## src/rtl/csa8_operand_seq.sv

```systemverilog
// csa8_operand_seq
//
// Byte-serial operand sequencer and result capture stage wrapped around an
// external combinational 8-bit carry-select adder. Operand bytes arrive as
// A then B pairs, LS pair first. The pair is presented to the adder from
// registers, and the sum and carry-out are captured one cycle later. Carry
// is chained from one pair to the next, so multi-byte words add LSB-first.
// A subtract is done as A + ~B + 1.
//
// Ports:
//   clk, rst             clock and synchronous active-high reset
//   in_valid/in_ready    upstream byte handshake
//   in_data              operand byte (A byte, then B byte)
//   in_last              taken with the B byte; marks the word's MS pair
//   op_sub               taken with the A byte of a word's first pair
//   add_a/add_b/add_cin  registered operands to the adder
//   add_sum/add_cout     combinational adder result
//   out_valid/out_ready  downstream result handshake
//   out_data/out_cout    result byte and its carry-out (subtract: 1 = no borrow)
//   out_last/out_idx     final-byte flag and byte position (0 = LS byte)

module csa8_operand_seq #(
  parameter int IDX_W = 4
) (
  input  logic             clk,
  input  logic             rst,
  input  logic             in_valid,
  output logic             in_ready,
  input  logic [7:0]       in_data,
  input  logic             in_last,
  input  logic             op_sub,
  output logic [7:0]       add_a,
  output logic [7:0]       add_b,
  output logic             add_cin,
  input  logic [7:0]       add_sum,
  input  logic             add_cout,
  output logic             out_valid,
  input  logic             out_ready,
  output logic [7:0]       out_data,
  output logic             out_cout,
  output logic             out_last,
  output logic [IDX_W-1:0] out_idx
);

  typedef enum logic [1:0] {
    S_A   = 2'd0,
    S_B   = 2'd1,
    S_ADD = 2'd2,
    S_OUT = 2'd3
  } state_t;

  state_t           state;
  logic             cy;
  logic             sub_q;
  logic             first_q;
  logic             last_q;
  logic [IDX_W-1:0] idx_q;

  // Operand bytes are only accepted while collecting A or B; the result
  // path never overlaps with the next pair.
  assign in_ready = (state == S_A) || (state == S_B);

  // Main sequencer. The first pair of a word latches the subtract mode and
  // seeds carry-in with it (the +1 of the two's complement); later pairs
  // reuse the latched mode and take the previous pair's carry-out.
  always_ff @(posedge clk) begin
    if (rst) begin
      state     <= S_A;
      add_a     <= '0;
      add_b     <= '0;
      add_cin   <= 1'b0;
      out_valid <= 1'b0;
      out_data  <= '0;
      out_cout  <= 1'b0;
      out_last  <= 1'b0;
      out_idx   <= '0;
      cy        <= 1'b0;
      sub_q     <= 1'b0;
      first_q   <= 1'b1;
      last_q    <= 1'b0;
      idx_q     <= '0;
    end else begin
      case (state)
        S_A: begin
          if (in_valid) begin
            add_a <= in_data;
            if (first_q) begin
              sub_q <= op_sub;
            end
            state <= S_B;
          end
        end
        S_B: begin
          if (in_valid) begin
            add_b   <= sub_q ? ~in_data : in_data;
            add_cin <= first_q ? sub_q : cy;
            last_q  <= in_last;
            state   <= S_ADD;
          end
        end
        S_ADD: begin
          // Adder inputs have been stable for a full cycle here.
          out_data  <= add_sum;
          out_cout  <= add_cout;
          out_last  <= last_q;
          out_idx   <= idx_q;
          cy        <= add_cout;
          out_valid <= 1'b1;
          state     <= S_OUT;
        end
        S_OUT: begin
          if (out_ready) begin
            out_valid <= 1'b0;
            state     <= S_A;
            if (out_last) begin
              first_q <= 1'b1;
              idx_q   <= '0;
            end else begin
              // idx_q wraps silently; carry keeps chaining across the wrap.
              first_q <= 1'b0;
              idx_q   <= idx_q + 1'b1;
            end
          end
        end
        default: state <= S_A;
      endcase
    end
  end

endmodule

```

## config.mk

```make
export PLATFORM = sky130hd
export DESIGN_NAME = csa8_operand_seq
export DESIGN_NICKNAME = d
export VERILOG_FILES = /design/src/rtl/csa8_operand_seq.sv
export SDC_FILE = /design/constraint.sdc
export NUM_CORES = 1
export LEC_CHECK = 0
export ABC_AREA = 1
export CORE_UTILIZATION = 48
export CTS_CLUSTER_DIAMETER = 120
export CTS_CLUSTER_SIZE = 8
export DETAILED_ROUTE_END_ITERATION = 10
export PLACE_DENSITY = 0.83
export SLEW_MARGIN = 20
export SYNTH_ARGS = -nofsm -noshare
export SYNTH_HDL_FRONTEND = slang
export SYNTH_SLANG_ARGS = --single-unit
export TNS_END_PERCENT = 30
```

## constraint.sdc

```tcl
create_clock -name clk -period 3.6 [get_ports clk]
set_clock_uncertainty 0.2 [all_clocks]
set_input_delay 0.72 -clock clk [delete_from_list [all_inputs] [get_ports clk]]
set_output_delay 0.72 -clock clk [all_outputs]
set_load 0.01 [all_outputs]
```

Word-level counts from Yosys, hierarchy flattened
Index checks and enable logic that the tools add are counted.
{"block": "op_classes", "add_sub_neg": 1, "n_eq_ne": 6, "mux": 10, "bitwise": 1, "reduce_logical": 9}
{"op": "8-bit two-way mux", "count": 1}
{"op": "8-bit NOT", "count": 1}
{"op": "2-bit one-hot mux with 4 select lines", "count": 1}
{"op": "2-bit AND reduction", "count": 4}
{"op": "2-bit two-way mux", "count": 3}
{"op": "2-bit inequality test (second input constant)", "count": 3}
{"op": "3-bit AND reduction", "count": 2}
{"op": "4-bit by 1-bit adder with 4-bit output (second input constant)", "count": 1}
{"op": "2-bit equality test (second input constant)", "count": 2}
{"op": "4-bit two-way mux", "count": 1}
{"op": "1-bit two-way mux", "count": 3}
{"op": "2-bit by 1-bit equality test with 1-bit output (second input constant)", "count": 1}
{"op": "2-bit logical NOT", "count": 1}
{"op": "1-bit one-hot mux with 2 select lines", "count": 1}
{"op": "2-bit nonzero test", "count": 1}
{"op": "1-bit logical OR", "count": 1}
{"block": "word_totals", "register_bits": 41, "inputBits": 23, "output_inout_bits": 33, "word_cells": 40}

Longest topological paths before layout
Gate-level depths: netlist (run 1).
{"block": "logic_depth", "ltp_word": 3, "depth_mapped": 7, "mapped_depth_nobuf": 7}

Worst setup path before layout (run 1)
No wires, ideal clock.
{"block": "synth_timing", "path_type": "register to output", "from": "register state[0]", "to": "output in_ready", "arrival_time_ns": 0.956, "required_ns": 2.680, "setup_slack_ns": 1.724, "path_stages_with_launch": 4, "path_buffers": 0, "cell_sequence": "dfxtp_1 inv_1 ha_1 or2_2"}
{"block": "synth_via", "elab_chain_cells": 2, "elab_cells_between_ends": 3, "cone_classes": "eq/ne (1); reduce/logical (2)"}
{"item": "start, declared", "line_no": "52", "source": "state_t state;"}
{"item": "start signal, assigned", "line_no": "68", "source": "state <= S_A;"}
{"item": "start signal, assigned", "line_no": "90", "source": "state <= S_B;"}
{"item": "start signal, assigned", "line_no": "98", "source": "state <= S_ADD;"}
{"item": "2-bit by 1-bit equality test with 1-bit output / 2-bit logical NOT (equally long branches)", "line_no": "61", "source": "assign in_ready = (state == S_A) || (state == S_B);"}
{"item": "1-bit logical OR *", "line_no": "61"}
{"item": "end, declared", "line_no": "28", "source": "output logic in_ready,"}
Mark *: on every way between the ends. The rest lies on a longest branch, timed or not.

Final worst setup path (run 1)
Same ends and word-level chain as after synthesis.

==> reports/metrics.cfg, run 1 <==
[grt]
antenna_found_initial = 0
grt_max_degree = 39
grt_overflow = 0
grt_pass1_vias = 1247
grt_pass1_wl_um = 5490
grt_use_total_pct = 20.0

[floorplan]
die_area_mm2 = 0.00378
core_mm2 = 0.00336
die_h_um = 61.5
io_pins = 56
start_util_pct = 50.5
placementRows = 21
die_w_um = 61.5

[clock_tree]
clockBufferDepth = 2
cts_setup_buffers = 0
cts.htree.levels = 2
clkLatencyLatePin_ps = 340
clock-root-buffer = clkbuf_4
ctsHoldBuffers = 0
cts_tree = done
post_cts_resize_count = 0
clk_pin_slew_ps = 110
cts_buffers = 5
cts_sinks = 41

[synth]
syn_nets = 236
ys.warnings.count = 0
ys_top_cells_by_area = dfxtp_1 48%, nor2_1 11%, o21ai_0 10%
syn_area_mm2 = 0.00170
syn_inst = 207
synth.distinct_cells = 24
yosys.area.top_type = dfxtp_1
ys_seq_area_share_pct = 48.3
ys_ff_latch = 41
avgSynthCellArea_um2 = 8.21
yosysTopAreaCellShare_pct = 48.3

[job]
drv_cap = 0

[cells_and_area]
layout_commonest_cell = clkdlybuf4s50_1
final_area_mm2 = 0.00228
diodes = 0
post-route-util_pct = 67.7
final_cell_mix = 55 x clkdlybuf4s50_1, 52 x nor2_1, 41 x dfxtp_1, 34 x o21ai_0
area_growth_pct = 33.9
nNetsFinal = 289
drive_gt1_share_pct = 6.15

[worst_hold_path]
hold_depth = 2
worstHoldEndpoint = out_valid
hold_path_class = flop to flop
hold_start = out_valid

[status]
status = completed

[route]
vias_per_cell = 4.78
drtIter0Drc = 51
drt_wl_total_um = 3500
drt-pass1-iter-count = 4
wl_per_cell_um = 11.4
drcViolationCount = 0
ant_nets = 0
route.vias.total = 1463

[sta]
fin_crit_ps = 2760
fin_ws_ps = 837
fmax_mhz = 362
max_slew.worst_pin.slew_ps = 946
setup_violations = 0
min_period_over_period_pct = 76.8
slew_viol_final = 0
setup_tns_ps = 0
rsz0062_at_grt = false
relSlewSlack_pct = 36.9
hold_viol_final = 0

[critical_path]
critical_path.top_delay_family = buffers and inverters
critPathRequiredTime_ps = 2680
cp-end-kind = output pin
slowest_delay_ps = 480
r2r_setup_slack_ps = 1790
startpoint_type = flop
crit_chain = inv_1 -> ha_1 -> or2_2 -> clkdlybuf4s50_1
slowest_stage = clkdlybuf4s50_1
r2r_end = out_last
cp_num_cells = 4
critPathBufInv = 2
crit_type = flop to output pin
worst-path-max-fanout = 4
worstPathArrival_ps = 1840
reg2reg_depth = 5
rr_startpoint = state[0]

[placement]
io_buffers = 55
place.gp.congestion = 0.852
place_area_mm2 = 0.00222
pre_cts_slack_ps = 1110
dp_hpwl_um = 2470

[power]
irDropWorstVdd_v = 0.000389
cellPowerDensity_mw_per_mm2 = 704
total_power_uw = 1600
p_leak_uw = 0.000932

==> how the worst max path moves through the flow <==
stage | start | slack, ps | to
floorplan | state[0] | 1720 | in_ready
global placement | rst | 1170 | first_q
detailed placement | rst | 1110 | add_b[0]
CTS | state[0] | 810 | in_ready
global route | state[0] | 730 | in_ready
finish | state[0] | 840 | in_ready
==> Yosys cell counts <==
cell,instances
o21ai_1,1
inv_1,13
o21ai_0,34
nand2_2,2
nor2_1,52
nand2_1,13
buf_6,6
xnor2_1,8
nor3_1,1
o21ai_2,1
clkbuf_4,1
buf_4,2
dfxtp_1,41
a21oi_1,13
clkinv_2,1
nor2_4,1
nand4_1,1
ha_1,6
nand3_1,5
nor3b_1,1
inv_2,1
inv_4,1
o211ai_2,1
or2_2,1
==> report_power, final <==
part / switching (uW) / internal, uW
Sequential: 85.2 / 585
Combinational: 345 / 350
Clock: 145 / 91.5
==> sequential cells by signal, indices dropped and copies added (netlist names) <==
signal	cells
idx_q	4
out_data	8
add_b	8
last_q	1
add_a	8
state	2
out_valid	1
out_last	1
sub_q	1
first_q	1
cy	1
add_cin	1
out_idx	4
==> stage by stage <==
| step | cells | hold WS [ps] |
|---|---|---|
| CTS | 306 | 297 |
| global route | 306 | 329 |
| floorplan | 207 | 249 |
| detailed placement | 299 | 264 |
| global placement | 299 | 265 |
| finish | 306 | 291 |
==> logic make-up after synthesis <==
logic type | count (synthesis) | share of synthesized area [%]
adder cells (fa/ha/maj) | 6 | 4.42
XOR/XNOR | 8 | 4.12
AO/OA/AOI/OAI | 50 | 15.4
AND/OR/NAND/NOR | 77 | 18.7
buffers and inverters | 25 | 9.06
flip-flops | 41 | 48.3
==> metal layers <==
metal | track usage, % | wire (um) | vias up
li1 | - | - | 772
met3 | 5.88 | 207 | 5
met2 | 31.3 | 1590 | 47
met5 | 0 | 0 | -
met1 | 26.1 | 1650 | 639
met4 | 7.62 | 46 | 0
==> final cells by class <==
class                      instances  area (um^2)
clock inverter                     1         7.51
fill                             302         1090
inverter                          16         63.8
sequential                        41          821
timing repair buffer              55          551
tap                               46         57.6
multi-input combinational        141          724
clock buffer                       6         51.3
==> worst reg2reg max path, cell delays in order, from the launching register on <==
cell and delay, ps:
dfxtp_1 360, inv_1 110, ha_1 520, inv_2 250
o21ai_0 210, a21oi_1 50
No activity file was read; power rests on OpenSTA's default activity.
==> inputs of run 2 (changes only) <==
--- a/config.mk
+++ b/config.mk
@@ -6,11 +6,11 @@
 export NUM_CORES = 1
 export LEC_CHECK = 0
 export ABC_AREA = 1
-export CORE_UTILIZATION = 48
+export CORE_UTILIZATION = 45
 export CTS_CLUSTER_DIAMETER = 120
 export CTS_CLUSTER_SIZE = 8
 export DETAILED_ROUTE_END_ITERATION = 10
-export PLACE_DENSITY = 0.83
+export PLACE_DENSITY = 0.79
 export SLEW_MARGIN = 20
 export SYNTH_ARGS = -nofsm -noshare
 export SYNTH_HDL_FRONTEND = slang
==> constraint.sdc (replaced) <==
create_clock -name clk -period 2.8 [get_ports clk]
set_clock_uncertainty 0.2 [all_clocks]
set_input_delay 0.56 -clock clk [delete_from_list [all_inputs] [get_ports clk]]
set_output_delay 0.56 -clock clk [all_outputs]
set_load 0.01 [all_outputs]
==> reports/metrics.cfg, run 2 (synthesis gave the netlist of run 1 again) <==
[route]
drt_wl_total_um = 3620  ; +3.6%
ant_nets = 0  ; unchanged
drcViolationCount = 0  ; unchanged
wl_met2_um = 1710  ; +7.3%
drt-pass1-iter-count = 4  ; unchanged
route.vias.total = 1498  ; +2.4%
wl_met1_um = 1660  ; +0.48%
drtIter0Drc = 95  ; +86%
vias_per_cell = 4.88  ; +2.1%
wl_met3_um = 228  ; +10%
wl_per_cell_um = 11.8  ; +3.2%
highest_layer = met4

[worst_hold_path]
worstHoldEndpoint = last_q
hold_start = last_q
hold_path_class = flop to flop
hold_depth = 2  ; unchanged

[floorplan]
io_pins = 56  ; unchanged
core_mm2 = 0.00347  ; +3.1%
start_util_pct = 49.0  ; -1.5 points
placementRows = 21  ; unchanged
die_area_mm2 = 0.00403  ; +6.4%
die_w_um = 63.4  ; +3.2%
die_h_um = 63.4  ; +3.2%

[cells_and_area]
post-route-util_pct = 66.7  ; -0.93 points
top_regs = add_a: 8 flops, add_b: 8 flops, out_data: 8 flops
nNetsFinal = 290  ; +0.35%
area_growth_pct = 36.2
drive_gt1_share_pct = 6.51  ; +0.36 points
diodes = 0  ; unchanged
layout_commonest_cell = clkdlybuf4s50_1
final_cell_mix = 55 x clkdlybuf4s50_1, 52 x nor2_1, 41 x dfxtp_1, 34 x o21ai_0

[clock_tree]
cts_sinks = 41  ; unchanged
clkLatencyLatePin_ps = 290  ; -50 ps
clk_pin_slew_ps = 70  ; -40 ps
clockBufferDepth = 2  ; unchanged
cts_setup_buffers = 0  ; unchanged
clock-root-buffer = clkbuf_8
ctsHoldBuffers = 0  ; unchanged
cts_tree = done
cts.htree.levels = 2  ; unchanged
post_cts_resize_count = 0  ; unchanged
cts_buffers = 5  ; unchanged

[power]
irDropWorstVdd_v = 0.000520  ; +34%
cellPowerDensity_mw_per_mm2 = 930  ; +32%
p_leak_uw = 0.000950  ; +1.9%

[sta]
fmax_mhz = 393
setup_tns_ps = 0  ; unchanged
hold_viol_final = 0  ; unchanged
min_period_over_period_pct = 90.9
slew_viol_final = 0  ; unchanged
setup_violations = 0  ; unchanged
max_slew.worst_pin.slew_ps = 567  ; -380 ps
rsz0062_at_grt = false
relSlewSlack_pct = 62.2  ; +25 points
fin_crit_ps = 2540

[grt]
grt_overflow = 0  ; unchanged
grt_pass1_wl_um = 6110  ; +11%
grt_use_total_pct = 19.6  ; -0.47 points
antenna_found_initial = 0  ; unchanged
grt_max_degree = 39  ; unchanged
grt_pass1_vias = 1345  ; +7.9%

[critical_path]
worstPathArrival_ps = 1780  ; -60 ps
startpoint_type = flop
critPathRequiredTime_ps = 2040  ; -640 ps
r2r_setup_slack_ps = 850  ; -940 ps
reg2reg_depth = 5  ; unchanged
worst-path-max-fanout = 4  ; unchanged
crit_type = flop to output pin
rr_startpoint = state[0]
cp-end-kind = output pin
r2r_end = out_last

[job]
drv_cap = 0  ; unchanged

[placement]
place.gp.congestion = 0.727  ; -15%
io_buffers = 55  ; unchanged
dp_hpwl_um = 2470  ; +0.28%

[status]
status = completed

## run 2: cell types whose count changed in the layout (fill, tap and decap cells not counted), sizes merged
| cell | before | now |
|---|---|---|
| buf | 0 | 1 |
## run 2: final cells by class
class	count	area, um^2
tap	46	57.6
inverter	16	63.8
multi-input combinational	141	724
sequential	41	821
timing repair buffer	56	558
fill	325	1150
clock inverter	1	7.51
clock buffer	6	82.6
## run 2: worst max-delay path by stage
stage                         from  slack [ps]        to  cells after the start
after CTS                 state[0]         240  in_ready                      4
final                     state[0]         260  in_ready                      4
after global placement    state[0]         610  in_ready                      4
after global routing      state[0]         180  in_ready                      4
after detailed placement  state[0]         560  in_ready                      4
after floorplan           state[0]        1080  in_ready                      3
## run 2: layer usage
metal	GRT usage, %	up-vias
li1	-	767
met1	23.8	680
met2	32.2	47
met3	6.70	4
met4	5.97	0
met5	0	-
## run 2: per-stage QoR
stage                     instances  total power, uW  hold slack, ps  setup slack [ps]  cell area [um^2]
after floorplan                 207             1390             249              1080              1700
after global placement          300             1750             269               614              2220
after detailed placement        300             1770             278               563              2220
after CTS                       307             2180             295               237              2310
after global routing            307             2320             320               176              2310
final                           307             2150             293               255              2310
## run 2: worst max-delay path, cell delays in order, from the launching register on
cell,delay [ps]
dfxtp_1,380
inv_1,110
ha_1,230
or2_2,300
clkdlybuf4s50_1,480
## run 2: power by group
part | switching (uW) | total, uW | leakage (uW) | internal (uW)
clock network | 195 | 390 | 0.0000433 | 195
registers | 108 | 861 | 0.000336 | 753
logic | 449 | 902 | 0.000571 | 453
total | 753 | 2150 | 0.000950 | 1400
